**src/rtl/reg_write_sequencer.sv**
```systemverilog
// rtl/reg_write_sequencer.sv - round-robin two-requester master for the paced two-phase 16-bit register-write port
module reg_write_sequencer #(
   parameter int NUM_REGS = 2,
   parameter int HOLD     = 4
) (
   input  logic        clk,
   input  logic        rst,
   input  logic        req0_valid,
   input  logic [3:0]  req0_addr,
   input  logic [15:0] req0_data,
   output logic        req0_ready,
   input  logic        req1_valid,
   input  logic [3:0]  req1_addr,
   input  logic [15:0] req1_data,
   output logic        req1_ready,
   output logic        busy,
   output logic        done,
   output logic        done_id,
   output logic        done_err,
   output logic        enable,
   output logic        phase,
   output logic [3:0]  address,
   output logic [7:0]  reg_value
);

   typedef enum logic [2:0] {
      S_IDLE,
      S_ARM,
      S_MSB,
      S_LSB,
      S_PHL,
      S_CLOSE,
      S_ERR
   } state_t;

   localparam logic [3:0] CNT_LOAD = 4'(HOLD - 1);

   state_t      state_q, state_d;
   logic [3:0]  cnt_q, cnt_d;
   logic [7:0]  lsb_q, lsb_d;
   logic        id_q, id_d;
   logic        last_q, last_d;
   logic        busy_q, busy_d;
   logic        done_q, done_d;
   logic        done_id_q, done_id_d;
   logic        done_err_q, done_err_d;
   logic        enable_q, enable_d;
   logic        phase_q, phase_d;
   logic [3:0]  address_q, address_d;
   logic [7:0]  reg_value_q, reg_value_d;

   logic        grant0, grant1;
   logic        accept;
   logic        acc_id;
   logic [3:0]  acc_addr;
   logic [15:0] acc_data;
   logic        addr_bad;
   logic        step_end;

   // A tie goes to whichever requester was not served last; last_q resets to 0 so req1 wins the first tie.
   always_comb begin
      grant0 = 1'b0;
      grant1 = 1'b0;
      if (state_q == S_IDLE && !rst) begin
         if (req0_valid && req1_valid) begin
            grant0 = last_q;
            grant1 = !last_q;
         end else begin
            grant0 = req0_valid;
            grant1 = req1_valid;
         end
      end
   end

   assign req0_ready = grant0;
   assign req1_ready = grant1;
   assign accept     = grant0 | grant1;
   assign acc_id     = grant1;
   assign acc_addr   = grant1 ? req1_addr : req0_addr;
   assign acc_data   = grant1 ? req1_data : req0_data;
   assign addr_bad   = ({28'd0, acc_addr} >= 32'(NUM_REGS));
   assign step_end   = (cnt_q == 4'd0);

   always_comb begin
      state_d     = state_q;
      cnt_d       = cnt_q;
      lsb_d       = lsb_q;
      id_d        = id_q;
      last_d      = last_q;
      busy_d      = busy_q;
      done_d      = 1'b0;
      done_id_d   = 1'b0;
      done_err_d  = 1'b0;
      enable_d    = enable_q;
      phase_d     = phase_q;
      address_d   = address_q;
      reg_value_d = reg_value_q;

      if (state_q != S_IDLE && state_q != S_ERR && !step_end) begin
         cnt_d = cnt_q - 4'd1;
      end

      unique case (state_q)
         S_IDLE: begin
            if (accept) begin
               lsb_d  = acc_data[7:0];
               id_d   = acc_id;
               last_d = acc_id;
               busy_d = 1'b1;
               if (addr_bad) begin
                  state_d = S_ERR;
               end else begin
                  state_d     = S_ARM;
                  cnt_d       = CNT_LOAD;
                  phase_d     = 1'b1;
                  address_d   = acc_addr;
                  reg_value_d = acc_data[15:8];
               end
            end
         end
         S_ARM: begin
            if (step_end) begin
               state_d  = S_MSB;
               cnt_d    = CNT_LOAD;
               enable_d = 1'b1;
            end
         end
         S_MSB: begin
            if (step_end) begin
               state_d     = S_LSB;
               cnt_d       = CNT_LOAD;
               reg_value_d = lsb_q;
            end
         end
         S_LSB: begin
            if (step_end) begin
               state_d = S_PHL;
               cnt_d   = CNT_LOAD;
               phase_d = 1'b0;
            end
         end
         S_PHL: begin
            if (step_end) begin
               state_d  = S_CLOSE;
               cnt_d    = CNT_LOAD;
               enable_d = 1'b0;
            end
         end
         S_CLOSE: begin
            if (step_end) begin
               state_d   = S_IDLE;
               busy_d    = 1'b0;
               done_d    = 1'b1;
               done_id_d = id_q;
            end
         end
         S_ERR: begin
            state_d    = S_IDLE;
            busy_d     = 1'b0;
            done_d     = 1'b1;
            done_id_d  = id_q;
            done_err_d = 1'b1;
         end
         default: begin
            state_d = S_IDLE;
         end
      endcase
   end

   always_ff @(posedge clk) begin
      if (rst) begin
         state_q     <= S_IDLE;
         cnt_q       <= 4'd0;
         lsb_q       <= 8'd0;
         id_q        <= 1'b0;
         last_q      <= 1'b0;
         busy_q      <= 1'b0;
         done_q      <= 1'b0;
         done_id_q   <= 1'b0;
         done_err_q  <= 1'b0;
         enable_q    <= 1'b0;
         phase_q     <= 1'b0;
         address_q   <= 4'd0;
         reg_value_q <= 8'd0;
      end else begin
         state_q     <= state_d;
         cnt_q       <= cnt_d;
         lsb_q       <= lsb_d;
         id_q        <= id_d;
         last_q      <= last_d;
         busy_q      <= busy_d;
         done_q      <= done_d;
         done_id_q   <= done_id_d;
         done_err_q  <= done_err_d;
         enable_q    <= enable_d;
         phase_q     <= phase_d;
         address_q   <= address_d;
         reg_value_q <= reg_value_d;
      end
   end

   assign busy      = busy_q;
   assign done      = done_q;
   assign done_id   = done_id_q;
   assign done_err  = done_err_q;
   assign enable    = enable_q;
   assign phase     = phase_q;
   assign address   = address_q;
   assign reg_value = reg_value_q;

endmodule

```
**config.mk**
```make
export PLATFORM = sky130hd
export DESIGN_NAME = reg_write_sequencer
export DESIGN_NICKNAME = d
export VERILOG_FILES = /design/src/rtl/reg_write_sequencer.sv
export SDC_FILE = /design/constraint.sdc
export NUM_CORES = 1
export LEC_CHECK = 0
export ABC_AREA = 0
export CORE_MARGIN = 8
export CORE_UTILIZATION = 45
export DETAILED_ROUTE_END_ITERATION = 6
export GPL_TIMING_DRIVEN = 0
export PLACE_DENSITY = 0.8
export REMOVE_ABC_BUFFERS = 1
export SLEW_MARGIN = 15
export SYNTH_ARGS = -nofsm -noshare
export SYNTH_HDL_FRONTEND = slang
export SYNTH_SLANG_ARGS = --single-unit
export TNS_END_PERCENT = 1
```
**constraint.sdc**
```tcl
create_clock -name clk -period 2.25 [get_ports clk]
set_clock_uncertainty 0.1 [all_clocks]
set_input_delay 0.45 -clock clk [delete_from_list [all_inputs] [get_ports clk]]
set_output_delay 0.45 -clock clk [all_outputs]
set_load 0.01 [all_outputs]
```
---- Word level (Yosys, flattened, before mapping) ----
Cells that the tools add are included.
word-level totals
  output and inout port bits .............. 20
  input bits .............................. 44
  logic and storage cells ................. 88
  bits in registers ....................... 34
operators by class
  equal/unequal tests ..................... 14
  magnitude comparators ................... 1
  muxes and demuxes ....................... 36
  $add $sub $neg .......................... 1
  bitwise logic cells ..................... 2
  reduce and logical (&&, ||, !) cells .... 22
operators with widths
  operator                                                           count
  two-way mux 8 bit                                                  3
  two-way mux 3 bit                                                  7
  two-way mux 4 bit                                                  5
  one-hot mux 3 bit (6 select lines)                                 1
  two-way mux 16 bit                                                 1
  one-hot mux 8 bit (2 select lines)                                 1
  != test 2 bit, second input constant                               7
  two-way mux 1 bit                                                  12
  == test 3 bit, second input constant                               3
  AND reduction 3 bit                                                3
  one-hot mux 1 bit (2 select lines)                                 4
  one-hot mux 4 bit (2 select lines)                                 1
  AND reduction 4 bit                                                2
  == test 3 x 2 -> 1 bit, second input constant                      2
  AND reduction 6 bit                                                1
  nonzero test 2 bit                                                 3
  nonzero test 3 bit                                                 2
  greater-or-equal comparator 4 x 2 -> 1 bit, second input constant  1
  logical AND 1 bit                                                  4
  zero test 4 bit                                                    1
  OR reduction 4 bit                                                 1
  subtractor 4 x 1 -> 4 bit, second input constant                   1
  == test 3 x 1 -> 1 bit, second input constant                      1
  zero test 1 bit                                                    3
  6 further kinds                                                    6

---- Depth between registers and ports, before layout ----
Gate-level depths: netlist (run 1).
  word-level depth ........................ 8
  depth in mapped cells ................... 8

---- Worst setup path after synthesis (run 1) ----
Ideal clock, no wire load.
  path kind ............................... input port to output port
  from .................................... input port req1_valid
  to ...................................... output port req1_ready
  setup slack ............................. 0.468 ns
  cell stages on the path ................. 4
  data arrival time ....................... 1.232 ns
  cell sequence ........................... a21boi_0 clkbuf_1 nand2_1 inv_2
on the way
  cells in the longest elaborated chain, start to end .. 3
ends and longest elaborated chain
  what                 line  source
  start: declaration   12    input logic req1_valid,
  logical AND 1 bit    65    if (req0_valid && req1_valid) begin
  two-way mux 1 bit *  65
  two-way mux 1 bit *  64    if (state_q == S_IDLE && !rst) begin
  end: declaration     15    output logic req1_ready,
Every way passes the cells marked *; elsewhere a longest branch is shown, timed or not.

---- Final worst setup path (run 1) ----
  from .................................... input port rst
  to ...................................... output port req0_ready
on the way
  cells in the longest elaborated chain, start to end .. 3
ends and longest elaborated chain
  what                line  source
  start: declaration  7     input logic rst,
  zero test 1 bit     64
  logical AND 1 bit   64
  two-way mux 1 bit   64
  end: declaration    11    output logic req0_ready,
Every way passes these cells.

==> flow_summary.json, run 1 <==
{
  "status": "completed",
  "grt_pass1_vias": 1851,
  "synthMuxAreaShare": 0.005487,
  "synth_adder_area_share": 0.006859,
  "r2r_slack_ns": 0.16,
  "grt_max_degree": 30,
  "dp_slack_ns": -1.716,
  "num_rows": 23,
  "syn_area_um2": 1824,
  "synth-simple-area-share": 0.2641,
  "numPortBuffers": 63,
  "synth-seq-cells": 34,
  "cts_root_buffer": "clkbuf_8",
  "cp-end-kind": "output pin",
  "clockBufferDepth": 2,
  "peakVddDrop_mv": 0.6388,
  "slew_headroom": 0.5708,
  "grt_pass1_wl_um": 8024,
  "p_leak_nw": 0.9663,
  "synth.distinct_cells": 42,
  "worstHoldPathCells": 1,
  "tightestPinTransition_ns": 0.6438,
  "reg2reg_depth": 5,
  "cts_max_level": 2,
  "synthArstFlopShare": 0,
  "fillers": 345,
  "synth_compound_gate_area_share": 0.2785,
  "ioPinCount": 64,
  "synth_top_family_by_area": "compound AO/OA/AOI/OAI gates",
  "worstHoldPathType": "flop to flop",
  "finalWirelength_um": 4739,
  "r2r-end": "reg_value[3]",
  "crit_chain": "buf_2 -> nor4_4 -> buf_4 -> and3_1 -> dlygate4sd2_1",
  "wire_per_inst_um": 14.02,
  "clk-insertion-delay-late_ns": 0.28,
  "layout_setup_ws_ns": 0.04262,
  "cts-buffers-inserted": 5,
  "synth-edff-count": 0,
  "hpwlAfterDp_um": 3537,
  "worstHoldStart": "address[1]",
  "timing.rr.start": "state_q[0]",
  "grt.overflow.total": 0,
  "maxCapViolCount": 0,
  "cp_max_fo": 29,
  "drive_above_1_share": 0.1215,
  "power_mw": 2.730,
  "arrival_ns": 1.66,
  "min_period_ns": 2.207,
  "ys.flop_type": "dfxtp_1",
  "rsz0062_at_grt": "yes",
  "cp_slowest_cell": "buf_2",
  "p_per_area_nw_per_um2": 1064,
  "area_growth_pct": 40.67,
  "num_antenna_cells": 0,
  "placed_cell_area_um2": 2421,
  "final_cell_mix": "clkdlybuf4s50_1, nor2_1, dfxtp_1, o21ai_0, nand2_1",
  "dieWidth_um": 79.67,
  "critPathKind": "primary input to output pin",
  "place.gp.congestion": 0.8358,
  "max_freq_mhz": 453.0,
  "die_y_um": 79.67,
  "drt-initial-drc-count": 109,
  "num_vias": 1813,
  "final_nets": 332,
  "clock-sinks": 34,
  "layout_commonest_cell": "clkdlybuf4s50_1",
  "clk_pin_slew_ns": 0.06,
  "setup_viol": 0,
  "grt_util_all_layers": 0.1537,
  "synth-seq-area-share": 0.3731,
  "yosysWarnings": 0,
  "min_to": "address[1]",
  "antenna_found_initial": 0,
  "min_period_over_period": 0.9811,
  "die-area_um2": 6347,
  "cp.required_ns": 1.70,
  "design_area_um2": 2566,
  "viasPerCell": 5.364,
  "slew_violations": 0,
  "start_util": 0.4627,
  "post_synth.cell_area_avg_um2": 7.932,
  "core_um2": 3943,
  "cts_tree": "built",
  "hold_viol": 0,
  "critPathLaunchType": "primary input",
  "synthCells": 230,
  "drt_pass1_iterations": 4,
  "critical-path-max-stage-delay_ns": 0.50,
  "detail-route-antenna-nets": 0,
  "synth-xor-area-share": 0.009602,
  "drcViolationCount": 0
}
==> where the power goes <==
group	total, mW	switching (mW)	leakage, nW	internal [mW]
Sequential	0.943	0.175	0.279	0.768
Clock	0.457	0.210	0.0482	0.247
Combinational	1.33	0.715	0.639	0.615
Total	2.73	1.10	0.966	1.63
==> worst max-delay path, delay by kind of cell <==
family,cells,cell delay [ns]
buffers and inverters,3,0.94
AND/OR/NAND/NOR,2,0.25
==> flip-flops by register name, summed over array words and instances, names as in the netlist <==
signal / flops
lsb_q: 8
reg_value: 8
address: 4
cnt_q: 4
state_q: 3
busy: 1
done: 1
done_err: 1
done_id: 1
enable: 1
last_q: 1
phase: 1
==> metal layers <==
metal,track usage,vias to the layer above,wire length [um]
met5,0,-,0
met3,0.04842,5,358
li1,-,937,-
met2,0.2486,63,2279
met1,0.1825,808,2029
met4,0.06481,0,72
==> cell usage after synthesis, types with 2 or more instances <==
cell	count	area (um^2)
nand2b_1	2	12.51
nor2_1	32	120.1
buf_6	3	33.78
or3b_2	2	17.52
a21boi_0	2	15.01
nand2_1	25	93.84
and2_1	3	18.77
a21oi_1	15	75.07
nor3_1	5	25.02
a311oi_2	8	120.1
dfxtp_1	34	680.7
clkbuf_1	9	33.78
nand3_1	18	90.09
and3_1	5	31.28
buf_4	2	15.01
o21ai_0	26	130.1
inv_1	5	18.77
o22ai_1	2	12.51
a31oi_1	9	56.30
==> worst max path at each step <==
| stage | from | slack (ns) | cells past startpoint | end |
|---|---|---|---|---|
| final | rst | 0.04 | 5 | req0_ready |
| after global placement | rst | -1.86 | 5 | req1_ready |
| after detailed placement | req1_valid | -1.72 | 5 | req1_ready |
| after floorplan | req1_valid | -0.03 | 5 | cnt_q[2] |
| after CTS | req0_valid | 0.01 | 5 | req1_ready |
| after global routing | rst | -0.01 | 5 | req0_ready |
==> cell type report <==
type                       instances  area (um^2)  area share
inverter                           6        27.53     0.01073
timing repair buffer              66        649.4      0.2530
multi-input combinational        174         1049      0.4086
clock buffer                       7        86.33     0.03364
clock inverter                     1        5.005    0.001950
sequential                        34        686.9      0.2677
tap                               50        62.56     0.02438
==> logic make-up (layout without fill, tap and decap cells) <==
family | count (synthesis) | after routing
AOI/OAI and AO/OA | 72 | 72
xor gates and xnor gates | 2 | 2
adders and majority gates | 1 | 1
buffers and inverters | 22 | 80
DFF | 34 | 34
muxes | 1 | 1
and+or+nand+nor | 98 | 98
==> metrics by stage <==
| stage | hold WS (ns) | setup TNS [ns] | util | cells |
|---|---|---|---|---|
| final | 0.3581 | 0 | 0.6509 | 338 |
| after global routing | 0.3844 | -0.01207 | 0.6509 | 338 |
| after CTS | 0.3636 | 0 | 0.6503 | 338 |
| after detailed placement | 0.3443 | -31.60 | 0.6141 | 327 |
| after global placement | 0.3405 | -37.66 | 0.6154 | 327 |
| after floorplan | 0.3458 | -0.1085 | - | 214 |
==> repair_timing <==
action | in CTS | in global routing
setup endpoints to repair | 31 | 2
endpoints found under the hold margin | 0 | 0
hold buffers | 0 | 0
gates resized for setup | 17 | 1
pin swaps | 2 | 0
buffers inserted | 3 | 0
Note: power is estimated with default switching activity, not from simulation.
==> run 2: changes to the inputs <==
Settings changed: CORE_UTILIZATION 45 to 48, PLACE_DENSITY 0.8 to 0.84.
Clock period 2.25 ns to 2.63 ns, I/O delays scaled along.
==> run 2 against run 1 <==
Net effect: sequential share of layout area about the same; global-route usage up 1.2 points; critical path depth up 2; via count up 3.3%; combinational power down 13%; register-to-register slack better by 0.35 ns; cell count down 1.2%; routed wire length up 5.1%; largest power group unchanged.
==> flow_summary.json, run 2 (synthesis gave the netlist of run 1 again) <==
{
  "clk-insertion-delay-late_ns": 0.28,
  "num_antenna_cells": 0,
  "cts_tree": "built",
  "fillers": 309,
  "viasPerCell": 5.608,
  "tightestPinTransition_ns": 0.7248,
  "finalWirelength_um": 4979,
  "grt_util_all_layers": 0.1657,
  "p_per_area_nw_per_um2": 915.9,
  "num_rows": 22,
  "final_nets": 332,
  "die-area_um2": 6030,
  "cts_max_level": 2,
  "detail-route-antenna-nets": 0,
  "cts_root_buffer": "clkbuf_8",
  "setup-tns-final_ns": 0,
  "dieWidth_um": 77.65,
  "slew_headroom": 0.5125,
  "cp_max_fo": 11,
  "worstHoldPathType": "flop to flop",
  "critPathKind": "primary input to flop",
  "place.gp.congestion": 0.8384,
  "critPathLaunchType": "primary input",
  "cts-buffers-inserted": 5,
  "min_period_ns": 2.449,
  "num_vias": 1873,
  "clk_pin_slew_ns": 0.07,
  "ctsHoldBuffers": 0,
  "setup_viol": 0,
  "status": "completed",
  "area_growth_pct": 40.26,
  "hpwlAfterDp_um": 3649,
  "seqCellArea_um2": 684.4,
  "p_leak_nw": 0.9671,
  "holdWs_ns": 0.3631,
  "hold_viol": 0,
  "clockBufferDepth": 2,
  "cp.required_ns": 2.75,
  "peakVddDrop_mv": 0.4619,
  "core_um2": 3661,
  "grt_pass1_vias": 1838,
  "grt.overflow.total": 0,
  "slew_violations": 0,
  "rsz0062_at_grt": "no",
  "grt_max_degree": 30,
  "drt_pass1_iterations": 4,
  "die_y_um": 77.65,
  "numPortBuffers": 63,
  "min_period_over_period": 0.9310,
  "wire_per_inst_um": 14.91,
  "ioPinCount": 64,
  "maxCapViolCount": 0,
  "antenna_found_initial": 0,
  "grt_pass1_wl_um": 8473,
  "arrival_ns": 2.57,
  "multi_input_area_um2": 1049,
  "max_freq_mhz": 408.4,
  "drt-initial-drc-count": 119,
  "drive_above_1_share": 0.1154,
  "drcViolationCount": 0,
  "final_cell_mix": "clkdlybuf4s50_1, nor2_1, dfxtp_1, o21ai_0, nand2_1",
  "cp-end-kind": "flop",
  "layout_commonest_cell": "clkdlybuf4s50_1",
  "clock-sinks": 34,
  "start_util": 0.4983
}
==> run 2: critical path: stages <==
cell and delay, ns:
clkdlybuf4s50_1 0.52, a21boi_4 0.23, buf_4 0.21, a21boi_0 0.25, o32ai_1 0.51, nand2_1 0.16
nor2_1 0.14
==> run 2: per-layer routing <==
| layer | track usage | vias up | part of all wire | wire length (um) |
|---|---|---|---|---|
| met5 | 0 | - | 0 | 0 |
| met4 | 0.05660 | 0 | 0.011 | 55 |
| met3 | 0.06912 | 4 | 0.10 | 507 |
| met2 | 0.2640 | 92 | 0.48 | 2376 |
| met1 | 0.1953 | 841 | 0.41 | 2040 |
| li1 | - | 936 | - | - |
==> run 2: power by group <==
| part | leakage, nW | switching, mW | internal [mW] |
|---|---|---|---|
| Sequential | 0.279 | 0.154 | 0.654 |
| Combinational | 0.645 | 0.626 | 0.530 |
| Clock | 0.0431 | 0.178 | 0.202 |
==> run 2: layout make-up <==
type	count	area share
sequential	34	0.2675
tap	48	0.02347
multi-input combinational	174	0.4098
inverter	6	0.01076
timing repair buffer	66	0.2562
clock buffer	6	0.03227
==> run 2: worst paths after layout <==
| kind | slack (ns) | cells past startpoint | from | end |
|---|---|---|---|---|
| hold reg to reg | 0.36 | 2 | reg_value[6] | reg_value[6] |
| setup / recovery | 0.18 | 7 | req1_valid | cnt_q[3] |
| setup reg to reg | 0.51 | 5 | state_q[2] | reg_value[3] |
| hold / removal | 0.36 | 2 | reg_value[6] | reg_value[6] |
==> run 2: per-stage QoR <==
| step | instances | total power [mW] | utilization | setup WS, ns | area, um^2 |
|---|---|---|---|---|---|
| after floorplan | 214 | 1.532 | - | 0.2010 | 1733 |
| after global placement | 325 | 1.877 | 0.6620 | -1.611 | 2424 |
| after detailed placement | 325 | 1.907 | 0.6606 | -1.435 | 2419 |
| after CTS | 333 | 2.322 | 0.6951 | 0.004577 | 2545 |
| after global routing | 334 | 2.528 | 0.6989 | 0.03294 | 2559 |
| final | 334 | 2.343 | 0.6989 | 0.1815 | 2559 |
==> run 2: repair_timing <==
action,in CTS,in global routing
gates resized for setup,12,2
setup endpoints to repair,29,1
setup buffers,2,1
pin swaps,2,1
